## src/rtl/keypad_number_entry.sv

```systemverilog
// keypad_number_entry
//   Scans a 4x4 active-low matrix keypad and debounces the full 16-key snapshot.
//   Each new single-key press produces one key_strobe. Digit keys build a decimal number
//   of up to three digits (0..999). '#' commits that number over a valid/ack handshake.
//   Optional feature macro: KEYPAD_BACKSPACE_EN
//     defined     -> '*' deletes the last typed digit
//     not defined -> '*' clears the whole entry
//   The row inputs pass through a two-flop synchronizer, so SCAN_DIV must be at least 3.
//   That keeps each sample inside the dwell of the column it belongs to.

module keypad_number_entry #(
    parameter int SCAN_DIV       = 50000,
    parameter int DEBOUNCE_SCANS = 4
) (
    input  logic       clk,
    input  logic       rst_n,
    input  logic [3:0] kp_row,
    output logic [3:0] kp_col,
    output logic [9:0] entry_value,
    output logic [1:0] entry_digits,
    output logic [3:0] key_code,
    output logic       key_strobe,
    output logic [9:0] num_value,
    output logic       num_valid,
    input  logic       num_ack
);

    localparam int DIV_W = (SCAN_DIV > 1) ? $clog2(SCAN_DIV) : 1;
    localparam int DB_W  = (DEBOUNCE_SCANS > 1) ? $clog2(DEBOUNCE_SCANS) : 1;
    localparam logic [DIV_W-1:0] DIV_LAST = DIV_W'(SCAN_DIV - 1);
    localparam logic [DB_W-1:0]  DB_LAST  = DB_W'(DEBOUNCE_SCANS - 1);

    typedef enum logic {KEY_RELEASED = 1'b0, KEY_PRESSED = 1'b1} key_state_t;
    typedef enum logic {ENTRY_EMPTY = 1'b0, ENTRY_ENTERING = 1'b1} entry_state_t;

    // Key position (bit index 4*row+col) to key code.
    function automatic logic [3:0] key_map(input logic [3:0] idx);
        logic [3:0] code;
        case (idx)
            4'd0:    code = 4'd1;
            4'd1:    code = 4'd2;
            4'd2:    code = 4'd3;
            4'd3:    code = 4'd10;
            4'd4:    code = 4'd4;
            4'd5:    code = 4'd5;
            4'd6:    code = 4'd6;
            4'd7:    code = 4'd11;
            4'd8:    code = 4'd7;
            4'd9:    code = 4'd8;
            4'd10:   code = 4'd9;
            4'd11:   code = 4'd12;
            4'd12:   code = 4'd14;
            4'd13:   code = 4'd0;
            4'd14:   code = 4'd15;
            4'd15:   code = 4'd13;
            default: code = 4'd0;
        endcase
        return code;
    endfunction

    // Index of the lowest set bit; only meaningful when exactly one bit is set.
    function automatic logic [3:0] first_set(input logic [15:0] vec);
        logic [3:0] idx;
        idx = 4'd0;
        for (int i = 15; i >= 0; i--) begin
            if (vec[i]) begin
                idx = 4'(i);
            end else begin
                idx = idx;
            end
        end
        return idx;
    endfunction

    logic [3:0]       row_meta_r;
    logic [3:0]       row_sync_r;
    logic [DIV_W-1:0] div_r;
    logic [1:0]       col_r;
    logic [15:0]      snap_acc_r;
    logic [15:0]      snap_next_s;
    logic             sample_s;
    logic             snap_done_s;
    logic [15:0]      prev_snap_r;
    logic [15:0]      stable_r;
    logic [DB_W-1:0]  db_cnt_r;
    logic             one_hot_s;
    key_state_t       key_state_r;
    entry_state_t     entry_state_r;

    assign sample_s    = (div_r == DIV_LAST);
    assign snap_done_s = sample_s && (col_r == 2'd3);
    assign one_hot_s   = (stable_r != 16'd0) && ((stable_r & (stable_r - 16'd1)) == 16'd0);

    // Two-flop synchronizer for the asynchronous keypad rows (idle level is all ones).
    always_ff @(posedge clk or negedge rst_n) begin
        if (!rst_n) begin
            row_meta_r <= 4'hF;
            row_sync_r <= 4'hF;
        end else begin
            row_meta_r <= kp_row;
            row_sync_r <= row_meta_r;
        end
    end

    // Snapshot with the current column's pressed-row bits merged in.
    always_comb begin
        snap_next_s = snap_acc_r;
        for (int r = 0; r < 4; r++) begin
            snap_next_s[4*r + int'(col_r)] = ~row_sync_r[r];
        end
    end

    // Column dwell counter, column rotation and snapshot accumulation.
    always_ff @(posedge clk or negedge rst_n) begin
        if (!rst_n) begin
            div_r      <= '0;
            col_r      <= 2'd0;
            kp_col     <= 4'b1110;
            snap_acc_r <= 16'd0;
        end else if (sample_s) begin
            div_r      <= '0;
            col_r      <= col_r + 2'd1;
            kp_col     <= {kp_col[2:0], kp_col[3]};
            snap_acc_r <= snap_next_s;
        end else begin
            div_r      <= div_r + DIV_W'(1);
        end
    end

    // Debounce: a snapshot becomes stable after repeating for DEBOUNCE_SCANS comparisons.
    always_ff @(posedge clk or negedge rst_n) begin
        if (!rst_n) begin
            prev_snap_r <= 16'd0;
            stable_r    <= 16'd0;
            db_cnt_r    <= '0;
        end else if (snap_done_s) begin
            prev_snap_r <= snap_next_s;
            if (snap_next_s != prev_snap_r) begin
                db_cnt_r <= '0;
            end else if (db_cnt_r == DB_LAST) begin
                stable_r <= snap_next_s;
            end else begin
                db_cnt_r <= db_cnt_r + DB_W'(1);
            end
        end else begin
            prev_snap_r <= prev_snap_r;
        end
    end

    // Press detector: a single new key strobes once; multi-key chords and held keys do not.
    always_ff @(posedge clk or negedge rst_n) begin
        if (!rst_n) begin
            key_state_r <= KEY_RELEASED;
            key_strobe  <= 1'b0;
            key_code    <= 4'd0;
        end else begin
            key_strobe <= 1'b0;
            case (key_state_r)
                KEY_RELEASED: begin
                    if (stable_r != 16'd0) begin
                        key_state_r <= KEY_PRESSED;
                        if (one_hot_s) begin
                            key_strobe <= 1'b1;
                            key_code   <= key_map(first_set(stable_r));
                        end else begin
                            key_code   <= key_code;
                        end
                    end else begin
                        key_state_r <= KEY_RELEASED;
                    end
                end
                KEY_PRESSED: begin
                    if (stable_r == 16'd0) begin
                        key_state_r <= KEY_RELEASED;
                    end else begin
                        key_state_r <= KEY_PRESSED;
                    end
                end
                default: key_state_r <= KEY_RELEASED;
            endcase
        end
    end

    // Entry builder and commit handshake, acting on the strobed key one cycle later.
    always_ff @(posedge clk or negedge rst_n) begin
        if (!rst_n) begin
            entry_state_r <= ENTRY_EMPTY;
            entry_value   <= 10'd0;
            entry_digits  <= 2'd0;
            num_value     <= 10'd0;
            num_valid     <= 1'b0;
        end else begin
            if (num_valid && num_ack) begin
                num_valid <= 1'b0;
            end else begin
                num_valid <= num_valid;
            end
            if (key_strobe) begin
                if (key_code <= 4'd9) begin
                    if (entry_digits < 2'd3) begin
                        entry_value   <= entry_value * 10'd10 + {6'd0, key_code};
                        entry_digits  <= entry_digits + 2'd1;
                        entry_state_r <= ENTRY_ENTERING;
                    end else begin
                        entry_value   <= entry_value;
                    end
                end else if (key_code == 4'd14) begin
`ifdef KEYPAD_BACKSPACE_EN
                    case (entry_state_r)
                        ENTRY_ENTERING: begin
                            entry_value  <= entry_value / 10'd10;
                            entry_digits <= entry_digits - 2'd1;
                            if (entry_digits == 2'd1) begin
                                entry_state_r <= ENTRY_EMPTY;
                            end else begin
                                entry_state_r <= ENTRY_ENTERING;
                            end
                        end
                        default: entry_state_r <= ENTRY_EMPTY;
                    endcase
`else
                    entry_value   <= 10'd0;
                    entry_digits  <= 2'd0;
                    entry_state_r <= ENTRY_EMPTY;
`endif
                end else if (key_code == 4'd15) begin
                    case (entry_state_r)
                        ENTRY_ENTERING: begin
                            if (!num_valid || num_ack) begin
                                num_value     <= entry_value;
                                num_valid     <= 1'b1;
                                entry_value   <= 10'd0;
                                entry_digits  <= 2'd0;
                                entry_state_r <= ENTRY_EMPTY;
                            end else begin
                                entry_state_r <= ENTRY_ENTERING;
                            end
                        end
                        default: entry_state_r <= ENTRY_EMPTY;
                    endcase
                end else begin
                    entry_state_r <= entry_state_r;
                end
            end else begin
                entry_state_r <= entry_state_r;
            end
        end
    end

endmodule

```

## config.mk

```make
export PLATFORM = sky130hd
export DESIGN_NAME = keypad_number_entry
export DESIGN_NICKNAME = d
export VERILOG_FILES = /design/src/rtl/keypad_number_entry.sv
export SDC_FILE = /design/constraint.sdc
export NUM_CORES = 1
export LEC_CHECK = 0
export ABC_AREA = 1
export CORE_MARGIN = 8
export CORE_UTILIZATION = 55
export CTS_BUF_LIST = sky130_fd_sc_hd__clkbuf_2
export DETAILED_ROUTE_END_ITERATION = 16
export HOLD_SLACK_MARGIN = 0.02
export PLACE_DENSITY_LB_ADDON = 0.1
export SETUP_SLACK_MARGIN = 0.4
export SLEW_MARGIN = 20
export SYNTH_ARGS = -nofsm -noshare
export SYNTH_HDL_FRONTEND = slang
export SYNTH_SLANG_ARGS = --single-unit
export TNS_END_PERCENT = 10
```

## constraint.sdc

```tcl
create_clock -name clk -period 2.2 [get_ports clk]
set_input_delay 0.66 -clock clk [delete_from_list [all_inputs] [get_ports clk]]
set_output_delay 0.66 -clock clk [all_outputs]
set_load 0.01 [all_outputs]
```

==> results of run 1 <==
sequential cells by signal (all words and copies together) (netlist names), 2 cells and up:
signal and count:
entry_digits 2, key_code 4, entry_value 10, kp_col 4, stable_r 16, prev_snap_r 16
col_r 2, row_sync_r 4, db_cnt_r 2, snap_acc_r 16, div_r 16, num_value 10
row_meta_r 4
metrics by stage:
stage               hold WS (ps)  area [sq um]  instances  TNS, ps  setup WS, ps
floorplan                  345.2          5643        669   -25.26        -25.26
global placement           346.0          6487        874    -1411        -83.79
detailed placement         346.8          6487        874    -3085        -177.0
CTS                        353.5          6832        909    -1496        -117.5
global route               341.6          7217        914    -5333        -281.1
finish                     359.7          7217        914    -2085        -166.5
power by group:
group          internal [W]  switching [W]
logic             0.0000287      0.0000533
clock network      0.000496       0.000674
registers           0.00204     0.00000728
path summary, 6_finish.rpt:
kind / startpoint / endpoint / slack, ps / cells after the start
max: entry_value[3] / entry_value[9] / -170 / 11
min: row_meta_r[3] / row_sync_r[3] / 360 / 0
max reg2reg: entry_value[3] / entry_value[9] / -170 / 11
min reg2reg: row_meta_r[3] / row_sync_r[3] / 360 / 0
max in group asynchronous: rst_n / row_meta_r[3] / 1150 / 3
min in group asynchronous: rst_n / snap_acc_r[1] / 430 / 2
placed cells by master, fill, tap and decap left out, drive strengths merged, types with 6 or more instances in the layout:
cell type	netlist	routed
a21oi	17	17
buf	5	100
clkbuf	10	11
dfrtp	99	99
dfstp	11	11
ha	26	26
inv	94	94
nand2	158	158
nand3	12	12
nand4	8	8
nor2	68	68
nor3	10	10
o21ai	97	97
o22ai	8	8
xnor2	6	6
xor2	20	20
cell type report:
class,count,area (sq um)
timing repair buffer,108,979.7
clock buffer,9,45.04
sequential,110,2771
tap,136,170.2
clock inverter,7,121.4
inverter,94,356.6
fill,775,2922
multi-input combinational,450,2773
cells by family after synthesis:
kind of cell	Yosys count	synth area share [%]
simple gates	263	19.28
flops	110	49.16
fa+ha+maj	28	6.492
compound gates	133	13.23
buf+inv	109	7.803
xor+xnor	26	4.046
what timing repair did:
action / 4_1_cts / 5_1_grt
endpoints found under the hold margin: 22 / 0
setup buffers: 18 / 2
cloned: 0 / 3
hold buffers: 1 / 0
setup endpoints to repair: 89 / 97
gates resized for setup: 173 / 81
pin swaps: 19 / 30
cells in the mapped netlist, types with 2 or more instances:
library cell  number  area (sq um)
xor2_1            20         175.2
dfstp_2           11         289.0
nor4_2             2         25.02
ha_1              26         325.3
nand2_1          158         593.1
dfrtp_1           99          2477
a211oi_1           2         15.01
xnor2_1            6         52.55
nor3b_1            2         15.01
inv_2              2         7.510
a31oi_1            4         25.02
a21oi_1           17         85.08
buf_6              4         45.04
clkbuf_1          10         37.54
o21ai_1           36         180.2
o22ai_1            8         50.05
o21ai_2           11         96.34
nand4_1            8         50.05
nand3_1           11         55.05
inv_1             92         345.3
o21ai_0           50         250.2
nor3_1            10         50.05
nor2_1            67         251.5
fa_1               2         40.04
routing by layer:
metal | vias to the layer above | global-route usage [%] | routed length, microns
met2 | 85 | 33.24 | 6566
met5 | - | 0 | 0
met3 | 22 | 3.284 | 518
met4 | 0 | 8.618 | 284
li1 | 2372 | - | -
met1 | 2316 | 25.56 | 5921
==> reports/qor.txt, run 1 <==
# rows = 37
CTS sink count = 110
Highest-delay cell along the critical path = dfrtp_1
GRT Resource Usage Total = 20.09%
Final critical delay including setup and external delays = 2366 ps
Total of flip-flops plus latches after synthesis = 110
Top Family by Delay on Critical Path = adder cells
Share of the core filled with cells in the final layout = 71.18%
Share of cells above drive strength 1 = 28.79%
Clock-pin slew reported for the worst setup and hold paths after clock tree synthesis = 280 ps
Period Utilization, post-route = 107.6%
Commonest register cell after synthesis = dfrtp_1
Fin Clk Skew = 24.17 ps
Overall power consumption = 0.003301 W
Final antenna-violating net count = 0
RSZ-0062 raised after global routing = yes
Final global-route overflow total = 0
Final estimated routing congestion in global placement = 0.8550
Root Buffer = clkbuf_2
Die Area = 0.01373 sq mm
Violated checks = setup timing
Final Max Tran Viols = 0
Worst path bufs/invs = 2
Final setup violation count = 21
CP Data Arrival Time = 2890 ps
Buffers from clock root to sink, at most = 2
Yosys cell types = 35
Slew Limit Headroom = 70.86%
Total routed wirelength = 13.29 mm
Number of antenna violations at the first check in global routing = 0
Growth of design area from synthesis to finish = 28.23%
Data required, critical path = 2730 ps
Synthesized net count = 704
Number of buffers inserted during clock tree synthesis = 9
Minimum setup slack in the final design = -166.5 ps
Yosys warnings = 0
Top achievable clock speed = 0.4226 GHz
Clock tree from TritonCTS = yes
Lkg Pwr = 3.508 nW
Number of input and output port buffers inserted = 38
Final number of hold-violating endpoints = 0
Vias after detailed routing = 4,795
Number of enable-type register cells in the synthesized netlist = 0
Final net count = 808
Post-DP HPWL = 9.042 mm
Actual transition at the worst max-transition pin = 437.1 ps
Sort of element at the end of the critical path = flip-flop
Ant. Diodes = 0
Post-synthesis cell area = 0.005628 sq mm
Count of unresolved DRC violations after routing = 0
CP Launch Type = flip-flop
Crit-path max cell delay = 490 ps
Mean cell area of the mapped netlist = 8.412 sq um
Pin count of the biggest net entering global routing = 46
Max-cap violations = 0
Result of the run = finished, violations left
Worst IR drop on VDD = 0.4779 mV
Area of the core region = 0.01014 sq mm
Routed wire per std cell = 14.54 microns
I/O pin cnt = 39
Worst setup path category = flip-flop to flip-flop
Crit path max fanout = 3
Tightest Hold Check Type = flip-flop to flip-flop
Mapped Cells = 669
Critical-path cell list = ha_4 > ha_4 > inv_2 > fa_2 > xnor2_2 > inv_2 > nor3_2 > nand2_1 > nor2_2 > xor2_1 > o22ai_1
X dimension of the die = 117.2 microns
Count of TritonRoute iterations in the first routing pass = 5
Async set-reset flop share out of synthesis = 100.0%
Power density over the cells = 457.5 mW/mm^2
Overall die height = 117.2 microns
Per-cell via count in the routed design = 5.246
# H-tree levels = 3
Via count of the first global-routing pass = 4,690
Starting density of the core = 55.51%
Iteration-0 DRC count of the detailed router = 292
Sequential fraction of the synthesis area = 49.16%
Clock insertion delay at the later pin of the skew report = 620 ps
Global-route wire length before repair = 21.66 mm
Note: power is estimated with default switching activity, not from simulation.
==> run 2: changes to the inputs <==
--- a/config.mk
+++ b/config.mk
@@ -5,7 +5,7 @@
 export SDC_FILE = /design/constraint.sdc
 export NUM_CORES = 1
 export LEC_CHECK = 0
-export ABC_AREA = 1
+export CAP_MARGIN = 10
 export CORE_MARGIN = 8
 export CORE_UTILIZATION = 55
 export CTS_BUF_LIST = sky130_fd_sc_hd__clkbuf_2
==> reports/qor.txt, run 2 <==
Area of the core region = 0.01023 sq mm (+0.91%)
CP Data Arrival Time = 3070 ps (+180 ps)
Mean cell area of the mapped netlist = 10.24 sq um (+22%)
Buffers from clock root to sink, at most = 2 (unchanged)
Sum of negative setup slack = -3189 ps (-1104 ps)
Synth area leader = dfrtp_1
Sort of element at the end of the critical path = flip-flop
CTS sink count = 110 (unchanged)
Total of flip-flops plus latches after synthesis = 110 (unchanged)
Minimum setup slack in the final design = -327.6 ps (-161.1 ps)
Number of antenna violations at the first check in global routing = 0 (unchanged)
Post-DP HPWL = 9.496 mm (+5.0%)
RSZ-0062 raised after global routing = yes
# H-tree levels = 3 (unchanged)
Count of unresolved DRC violations after routing = 0 (unchanged)
Violated checks = setup timing
Async set-reset flop share out of synthesis = 100.0% (unchanged)
Lkg Pwr = 3.665 nW (+4.5%)
Actual transition at the worst max-transition pin = 422.8 ps (-14.30 ps)
Yosys warnings = 0 (unchanged)
Per-cell via count in the routed design = 5.469 (+4.2%)
Number of enable-type register cells in the synthesized netlist = 0 (unchanged)
Max-cap violations = 0 (unchanged)
Sequential fraction of the synthesis area = 47.98% (-1.2 points)
Dominant cells by area after synthesis = dfrtp_1 43%, ha_1 5.6%, nand2_1 5.1%, dfstp_2 5.0%, o21ai_0 4.8%
Most numerous cell types in the synthesized netlist = 99 x dfrtp_1, 78 x nand2_1, 55 x o21ai_0, 29 x inv_1, 29 x nor2_1
M1 GR Usage = 23.02% (-2.5 points)
CP Launch Type = flip-flop
Clock-pin slew reported for the worst setup and hold paths after clock tree synthesis = 300 ps (+20 ps)
Clock insertion delay at the later pin of the skew report = 600 ps (-20 ps)
Synthesized net count = 598 (-15%)
Commonest register cell after synthesis = dfrtp_1
Clock tree from TritonCTS = yes
Pin count of the biggest net entering global routing = 37 (-20%)
Met3 Use GR = 3.998% (+0.71 points)
GRT Resource Usage Total = 19.39% (-0.71 points)
Post-synthesis cell area = 0.005766 sq mm (+2.4%)
Root Buffer = clkbuf_2
Most frequent standard cell in the layout excluding fill and tap cells = dfrtp_1
Mapped Cells = 563 (-16%)
Die Area = 0.01402 sq mm (+2.1%)
Number of buffers inserted during clock tree synthesis = 9 (unchanged)
I/O pin cnt = 39 (unchanged)
Most common cell in the netlist = dfrtp_1
Top achievable clock speed = 0.3956 GHz (-6.4%)
Data required, critical path = 2740 ps (about the same)
Global-route wire length before repair = 22.61 mm (+4.4%)
Final setup violation count = 23 (+9.5%)
Period Utilization, post-route = 114.9% (+7.3 points)
Ant. Diodes = 0 (unchanged)
Final critical delay including setup and external delays = 2528 ps (+161.1 ps)
Share of cells above drive strength 1 = 35.45% (+6.7 points)
Power density over the cells = 406.4 mW/mm^2 (-11%)
Routed wire per std cell = 16.31 microns (+12%)
Number of input and output port buffers inserted = 38 (unchanged)
Final estimated routing congestion in global placement = 0.8891 (+4.0%)
Worst IR drop on VDD = 0.2723 mV (-43%)
Final antenna-violating net count = 0 (unchanged)
Fin Clk Skew = 30.63 ps (+6.464 ps)
Count of TritonRoute iterations in the first routing pass = 4 (-1)
Iteration-0 DRC count of the detailed router = 230 (-21%)
Final number of hold-violating endpoints = 0 (unchanged)
Overall die height = 118.4 microns (+1.0%)
# rows = 37 (unchanged)
Final global-route overflow total = 0 (unchanged)
Result of the run = finished, violations left
Total routed wirelength = 13.54 mm (+1.9%)
Growth of design area from synthesis to finish = 30.90%
Busiest metal layer after global routing = met2
Met2 capacity usage during global routing = 34.56% (+1.3 points)
Slew Limit Headroom = 71.77% (+0.91 points)
Tightest Hold Check Type = flip-flop to flip-flop
Vias after detailed routing = 4,539 (-5.3%)
Most frequent cells in the layout = 94 x dfrtp_1, 73 x nand2_1, 72 x buf_4
Share of Yosys cell area claimed by the top area cell type = 42.97% (-1.1 points)
X dimension of the die = 118.4 microns (+1.0%)
Via count of the first global-routing pass = 4,693 (+0.064%)
Overall power consumption = 0.003067 W (-7.1%)
Worst setup path category = flip-flop to flip-flop
Crit path max fanout = 2 (-1)
Final net count = 724 (-10%)
Final Max Tran Viols = 0 (unchanged)
Starting density of the core = 56.35% (+0.84 points)
Yosys cell types = 55 (+57%)
==> run 2: cell types whose count changed after synthesis, moves of 7 or more <==
cell,previous run,this run
and3_1,0,16
nand2_1,158,78
o21ai_1,36,0
xnor2_1,6,17
mux2_2,0,17
and2_1,0,7
o21ai_2,11,0
mux2i_1,0,21
nor2_1,67,29
inv_1,92,29
o22ai_1,8,0
nand2b_1,0,19
==> run 2: final cells by class <==
| type | instances | area, sq um |
|---|---|---|
| clock buffer | 9 | 45.04 |
| multi-input combinational | 409 | 3249 |
| timing repair buffer | 130 | 1132 |
| sequential | 110 | 2773 |
| tap | 136 | 170.2 |
| inverter | 29 | 111.4 |
| fill | 735 | 2684 |
| clock inverter | 7 | 66.31 |
==> run 2: repair_timing <==
action                                  in CTS  in global routing
endpoints found under the hold margin       24                  0
pin swaps                                   22                 16
hold buffers                                 1                  0
gates cloned                                 1                  0
endpoints found under the setup margin     114                120
gates resized for setup                    187                 54
setup buffers                                7                  6
==> run 2: worst max-delay path, cell delays in order (launching register included) <==
cell and delay, ps:
dfrtp_2 500, ha_4 280, ha_4 130, inv_2 30, fa_2 340, buf_6 130
xor2_2 140, nor3_2 260, nand3_2 100, or4_1 480, nand4_1 100
==> run 2: per-stage QoR <==
stage / utilization (%) / std cells / setup WS, ps / cell area, sq um / hold slack, ps
CTS: 71.18 / 824 / -284.2 / 7282 / 376.3
finish: 73.77 / 830 / -327.6 / 7547 / 376.4
floorplan: - / 563 / -257.8 / 5829 / 345.2
global placement: 67.69 / 799 / -314.8 / 6925 / 345.3
global route: 73.77 / 830 / -386.4 / 7547 / 359.6
detailed placement: 67.69 / 799 / -390.9 / 6925 / 346.8
==> run 2: layer usage <==
metal	wire length, microns	share of wire [%]
met4	350	2.6
met2	6977	52
met5	0	0
met3	481	3.6
met1	5728	42
==> run 2: worst paths after layout <==
| path | depth (start not counted) | startpoint | slack [ps] | to |
|---|---|---|---|---|
| worst max-delay path | 10 | entry_value[3] | -330 | entry_value[9] |
| worst min-delay path | 0 | row_meta_r[0] | 380 | row_sync_r[0] |
| worst max register to register | 10 | entry_value[3] | -330 | entry_value[9] |
| worst min register to register | 0 | row_meta_r[0] | 380 | row_sync_r[0] |
| max in group asynchronous | 3 | rst_n | 1050 | kp_col[3] |
| min in group asynchronous | 2 | rst_n | 480 | stable_r[2] |
==> run 2: kinds of logic (layout without fill, tap and decap cells) <==
logic type | count (synthesis) | in the layout | share of synthesized area [%]
AND/OR/NAND/NOR | 209 | 209 | 19.66
XOR/XNOR | 33 | 33 | 5.013
adder cells (fa/ha/maj) | 28 | 28 | 6.337
flip-flops | 110 | 110 | 47.98
buffers and inverters | 44 | 175 | 3.320
multiplexers | 41 | 41 | 7.726
AO/OA/AOI/OAI | 98 | 98 | 9.961
==> run 2: where the power goes <==
part,switching (W),internal (W)
Sequential,0.00000769,0.00204
Combinational,0.0000637,0.0000431
Clock,0.000727,0.000182
==> run 3: changes to the inputs <==
--- a/config.mk
+++ b/config.mk
@@ -10,6 +10,7 @@
 export CORE_UTILIZATION = 55
 export CTS_BUF_LIST = sky130_fd_sc_hd__clkbuf_2
 export DETAILED_ROUTE_END_ITERATION = 16
+export GPL_ROUTABILITY_DRIVEN = 0
 export HOLD_SLACK_MARGIN = 0.02
 export PLACE_DENSITY_LB_ADDON = 0.1
 export SETUP_SLACK_MARGIN = 0.4
==> results of run 3 <==
The final DEF is identical to that of run 2; final timing and power are the same.
